File: src/rtl/game_flow_control.sv
// Top-level game sequencer: serve, play, pause, stage clear, death and win flow.
// Optional build macro STAGE_SELECT_EN enables the start-stage override on sel_en/sel_stage.
module game_flow_control #(
   parameter  int BALL_NUM   = 2,
   parameter  int LIVES      = 3,
   parameter  int STAGE_NUM  = 4,
   parameter  int CLEAR_HOLD = 1000,
   localparam int SW         = (STAGE_NUM > 1) ? $clog2(STAGE_NUM) : 1,
   localparam int LW         = $clog2(LIVES + 1)
) (
   input  logic                clock,
   input  logic                reset,
   input  logic                start,
   input  logic                pause_btn,
   input  logic                bm_ready,
   input  logic                bm_empty,
   input  logic [BALL_NUM-1:0] b_dead,
   input  logic                give_ball,
   input  logic                sel_en,
   input  logic [SW-1:0]       sel_stage,
   output logic [2:0]          state,
   output logic [BALL_NUM-1:0] b_active,
   output logic [LW-1:0]       lives,
   output logic [SW-1:0]       stage,
   output logic                bm_load,
   output logic                run,
   output logic                hold_ball,
   output logic                init,
   output logic                dead,
   output logic                win
);

   localparam int CW = (CLEAR_HOLD > 1) ? $clog2(CLEAR_HOLD) : 1;
   localparam logic [LW-1:0] LIVES_INIT = LW'(LIVES);
   localparam logic [SW-1:0] STAGE_LAST = SW'(STAGE_NUM - 1);
   localparam logic [CW-1:0] CLEAR_LAST = CW'(CLEAR_HOLD - 1);

   typedef enum logic [2:0] {
      ST_INIT  = 3'd0,
      ST_LOAD  = 3'd1,
      ST_WAIT  = 3'd2,
      ST_PLAY  = 3'd3,
      ST_PAUSE = 3'd4,
      ST_CLEAR = 3'd5,
      ST_DEAD  = 3'd6,
      ST_WIN   = 3'd7
   } state_e;

   state_e              state_q, state_d;
   logic [BALL_NUM-1:0] b_active_q, b_active_d;
   logic [LW-1:0]       lives_q, lives_d;
   logic [SW-1:0]       stage_q, stage_d;
   logic [CW-1:0]       cnt_q, cnt_d;
   logic                ack_q, ack_d;
   logic                start_q, pause_q;
   logic                start_p, pause_p;
   logic [BALL_NUM-1:0] nxt;
   logic [SW-1:0]       start_stage;

`ifdef STAGE_SELECT_EN
   always_comb begin
      start_stage = '0;
      if (sel_en) start_stage = (sel_stage > STAGE_LAST) ? STAGE_LAST : sel_stage;
   end
`else
   logic unused_sel;
   assign unused_sel  = ^{sel_en, sel_stage};
   assign start_stage = '0;
`endif

   assign start_p = start & ~start_q;
   assign pause_p = pause_btn & ~pause_q;
   // A give_ball pulse re-arms every slot, overriding a death in the same cycle.
   assign nxt = (b_active_q & ~b_dead) | {BALL_NUM{give_ball}};

   always_comb begin
      // NOTE: every next-state signal gets a default first so no path infers a latch.
      state_d    = state_q;
      b_active_d = b_active_q;
      lives_d    = lives_q;
      stage_d    = stage_q;
      cnt_d      = cnt_q;
      ack_d      = ack_q;
      case (state_q)
         ST_INIT: begin
            b_active_d = '0;
            if (start_p) begin
               state_d = ST_LOAD;
               lives_d = LIVES_INIT;
               stage_d = start_stage;
            end
         end
         ST_LOAD: begin
            if (!bm_ready)  ack_d   = 1'b1;
            else if (ack_q) state_d = ST_WAIT;
         end
         ST_WAIT: begin
            b_active_d = '0;
            if (start_p) begin
               state_d    = ST_PLAY;
               b_active_d = BALL_NUM'(1);
            end
         end
         ST_PLAY: begin
            if (bm_empty && bm_ready) begin
               state_d    = ST_CLEAR;
               b_active_d = '0;
            end else if (nxt == '0) begin
               b_active_d = '0;
               if (lives_q != '0) lives_d = lives_q - LW'(1);
               state_d = (lives_q <= LW'(1)) ? ST_DEAD : ST_WAIT;
            end else begin
               b_active_d = nxt;
               if (pause_p) state_d = ST_PAUSE;
            end
         end
         ST_PAUSE: begin
            if (pause_p) state_d = ST_PLAY;
         end
         ST_CLEAR: begin
            if (cnt_q == CLEAR_LAST) begin
               if (stage_q >= STAGE_LAST) begin
                  state_d = ST_WIN;
               end else begin
                  state_d = ST_LOAD;
                  stage_d = stage_q + SW'(1);
               end
            end else begin
               cnt_d = cnt_q + CW'(1);
            end
         end
         ST_DEAD, ST_WIN: begin
            b_active_d = '0;
            if (start_p) begin
               state_d = ST_INIT;
               lives_d = LIVES_INIT;
               stage_d = '0;
            end
         end
         default: state_d = ST_INIT;
      endcase
      // Handshake flag and hold counter restart on every entry to their state.
      if (state_d == ST_LOAD  && state_q != ST_LOAD)  ack_d = 1'b0;
      if (state_d == ST_CLEAR && state_q != ST_CLEAR) cnt_d = '0;
   end

   // NOTE: state registers use non-blocking assignments so all flops update together.
   always_ff @(posedge clock or negedge reset) begin
      if (!reset) begin
         state_q    <= ST_INIT;
         b_active_q <= '0;
         lives_q    <= LIVES_INIT;
         stage_q    <= '0;
         cnt_q      <= '0;
         ack_q      <= 1'b0;
         start_q    <= 1'b0;
         pause_q    <= 1'b0;
      end else begin
         state_q    <= state_d;
         b_active_q <= b_active_d;
         lives_q    <= lives_d;
         stage_q    <= stage_d;
         cnt_q      <= cnt_d;
         ack_q      <= ack_d;
         start_q    <= start;
         pause_q    <= pause_btn;
      end
   end

   // Decoded from state so an asynchronous reset drops bm_load immediately.
   assign state     = state_q;
   assign b_active  = b_active_q;
   assign lives     = lives_q;
   assign stage     = stage_q;
   assign bm_load   = (state_q == ST_LOAD) && !ack_q;
   assign run       = (state_q == ST_PLAY);
   assign hold_ball = (state_q == ST_WAIT);
   assign init      = (state_q == ST_INIT);
   assign dead      = (state_q == ST_DEAD);
   assign win       = (state_q == ST_WIN);

endmodule
File: config.mk
export PLATFORM = sky130hd
export DESIGN_NAME = game_flow_control
export DESIGN_NICKNAME = d
export VERILOG_FILES = /design/src/rtl/game_flow_control.sv
export SDC_FILE = /design/constraint.sdc
export NUM_CORES = 1
export LEC_CHECK = 0
export BUFFER_PORTS_ARGS = -buffer_cell sky130_fd_sc_hd__buf_4
export CELL_PAD_IN_SITES_DETAIL_PLACEMENT = 1
export CELL_PAD_IN_SITES_GLOBAL_PLACEMENT = 1
export CORE_ASPECT_RATIO = 0.7
export CORE_MARGIN = 2
export CORE_UTILIZATION = 40
export CTS_CLUSTER_DIAMETER = 30
export DETAILED_ROUTE_END_ITERATION = 6
export GPL_TIMING_DRIVEN = 0
export PLACE_DENSITY = 0.79
export RECOVER_POWER = 100
export SLEW_MARGIN = 20
export SYNTH_ARGS = -nofsm -noshare
export SYNTH_HDL_FRONTEND = slang
export SYNTH_SLANG_ARGS = --single-unit
File: constraint.sdc
create_clock -name clock -period 2.4 [get_ports clock]
set_input_delay 0.48 -clock clock [delete_from_list [all_inputs] [get_ports clock]]
set_output_delay 0.48 -clock clock [all_outputs]
set_load 0.02 [all_outputs]
==> out/metrics.csv <==
metric,value,unit
diode count,0,
Setup TNS Final,0,ns
CTS tree,yes,
vias in the first global route,1239,
first drt pass iteration count,4,
initial antenna violation count,0,
drt wl/cell,16.3,µm
CP max stage delay,0.48,ns
Post-CTS Setup Inserts,0,
WP data arrival,1.71,ns
synthesized area per cell,9.13,µm²
crit path max fanout,10,
Final Skew,0.00853,ns
MaxCap Viol Count,0,
# IOs,27,
Final Hold Fails,0,
largest net degree at the start of global routing,23,
WS Path Type,flip-flop to output pin,
Nets,186,
Worst Path Buf+Inv,2,
top post-synthesis cells by area,"dfrtp_1 39%, nor2_1 6.1%, o21ai_0 4.2%",
top_reg_cell synth,dfrtp_1,
pwr dens,1170,mW/mm²
Cell variety after synth,43,
internal power,0.000955,W
die area,0.00372,mm²
Leak Pwr,0.659,nW
Switching Power,0.000794,W
clk root buf,clkbuf_8,
Worst EP required,1.92,ns
Hold Path Class,input port to flip-flop,
routed via count,1156,
synthesized flop and latch total,22,
share of the synthesized area in the top cell type,38.6,%
fin crit share,91.1,%
vias per cell,5.58,
Sw Share,45.4,%
Final setup viols,0,
share of cells above drive strength 1,12.4,%
clock latency on the worst-skew pair,0.27,ns
DP HPWL,2690,µm
most common cell in the netlist,nor2_1,
number of flops mapped to enable cells by yosys,0,
die height,51.6,µm
global placement routability congestion,0.907,
Tot GR Track Use,20.7,%
grt ovf,0,
Num CTS Buffers,3,
minimum clock period,2.19,ns
# DRC,0,
most frequent cell on the critical path,clkbuf_1,
Starting Density,41.5,%
dpl ws,0.451,ns
"antenna viol nets, final",0,
Setup crit start kind,flip-flop,
core area,0.00313,mm²
share of flip-flops with an asynchronous set or reset,100,%
Synth top cells by count,"21 x nor2_1, 20 x dfrtp_1, 13 x nand2_1",
clk buf depth,2,
status,"finished, final reports clean",
worst-margin pin slew,1.24,ns
Flop pwr share,38.1,%
clock sink total,22,
leading area contributor after synthesis,dfrtp_1,
hold_buf cts,0,
clock network power share,13.7,%
"CP delay by family, top",buffers and inverters,
H-tree levels,1,
Pwr Total,0.00175,W
final WL,3380,µm
clock transition at the registers of the reported paths,0.08,ns
"Cell Chain, Critical Path",clkbuf_1 -> or2b_1 -> nor2_1 -> clkbuf_1,
Post-Synthesis Cells,142,
row count,17,
"Slowest-stage cell, CP",dfrtp_1,
Slew HR,17.6,%
Post-Synthesis Cell Area,0.00130,mm²
area grow syn2layout,15.8,%
Die Span X,72.0,µm
Max Fclk,457,MHz
RSZ-0062 raised after global routing,no,
port buffer count,23,
wire length of the first global-routing pass,5890,µm
"Seq/Total Area, Yosys",42.7,%
PostCTS Resize Cnt,0,
worst vdd ir,0.439,mV
"Net Count, Synth",158,
Setup crit end kind,output pin,
Comb power frac,48.2,%
max-slew violation count,0,
initial drt markers,48,
final worst slack,0.213,ns
yosys warns,0,
-- path summary, 6_finish.rpt --
check                      endpoint  slack [ns]  cells past startpoint      start
setup / recovery            bm_load        0.21                      4   state[2]
hold / removal              pause_q        0.34                      1  pause_btn
setup reg to reg              ack_q        0.44                      7   cnt_q[0]
hold reg to reg            stage[0]        0.53                      1   stage[0]
max in group asynchronous  stage[1]        1.21                      1      reset
min in group asynchronous  state[0]        0.45                      1      reset
-- power groups by stage --
stage,Combinational (W),Clock (W),Sequential [W]
after floorplan,0.000557,0,0.000700
after global placement,0.000865,0,0.000661
after detailed placement,0.000907,0,0.000676
after CTS,0.000911,0.000249,0.000670
after global routing,0.000942,0.000260,0.000684
final,0.000844,0.000240,0.000666
-- per-layer routing --
layer / up-vias / GRT usage (%) / part of all wire, %
met5: - / 0 / 0
met4: 0 / 4.72 / 0.74
met3: 5 / 4.65 / 3.9
met2: 22 / 35.5 / 47
met1: 572 / 26.9 / 49
li1: 557 / - / -
-- state kept, by name, indices dropped and copies added, names as in the netlist --
name      cells
cnt_q        10
stage         2
pause_q       1
ack_q         1
start_q       1
state         3
lives         2
b_active      2
-- layout make-up --
class | count | area, µm²
Tap cell | 38 | 47.5
Inverter | 5 | 18.8
Sequential cell | 22 | 553
Buffer | 7 | 33.8
Timing Repair Buffer | 23 | 120
Fill cell | 393 | 1630
Multi-Input combinational cell | 108 | 683
Clock buffer | 4 | 45.0
-- metrics by stage --
| step | utilization, % | hold WS, ns | instances | cell area, µm² |
|---|---|---|---|---|
| final | 48.0 | 0.344 | 207 | 1500 |
| after global routing | 48.0 | 0.342 | 207 | 1500 |
| after CTS | 49.9 | 0.0973 | 207 | 1560 |
| after detailed placement | 48.5 | 0.394 | 203 | 1520 |
| after global placement | 48.5 | 0.387 | 203 | 1520 |
| after floorplan | - | 0.184 | 142 | 1300 |
-- logic make-up (layout without fill, tap and decap cells) --
| kind of cell | after synthesis | after routing | synth area share (%) |
|---|---|---|---|
| AO/OA/AOI/OAI | 33 | 33 | 16.6 |
| XOR/XNOR | 7 | 7 | 4.73 |
| multiplexers | 1 | 1 | 0.772 |
| buffers and inverters | 12 | 39 | 4.25 |
| adder cells (fa/ha/maj) | 4 | 4 | 3.86 |
| AND/OR/NAND/NOR | 63 | 63 | 27.1 |
| flip-flops | 22 | 22 | 42.7 |
-- cell usage in the layout, fill, tap and decap left out, drive strengths merged, types with 2 or more instances in the layout --
cell type and count:
a21oi 9, a31o 2, and2 2, and3 4
buf 9, clkbuf 25, dfrtp 20, dfstp 2
ha 4, inv 5, nand2 13, nand2b 2
nand4 7, nor2 21, nor2b 2, nor3 3
o21ai 11, or3 3, xor2 6
-- worst reg2reg max path: stages (launching register included) --
cell and delay (ns):
dfrtp_1 0.45, ha_1 0.29, nand4bb_1 0.12, nor2_1 0.27, a31oi_1 0.17, a211oi_2 0.16, a21bo_2 0.26, o22a_1 0.15
Note: power is estimated with default switching activity, not from simulation.
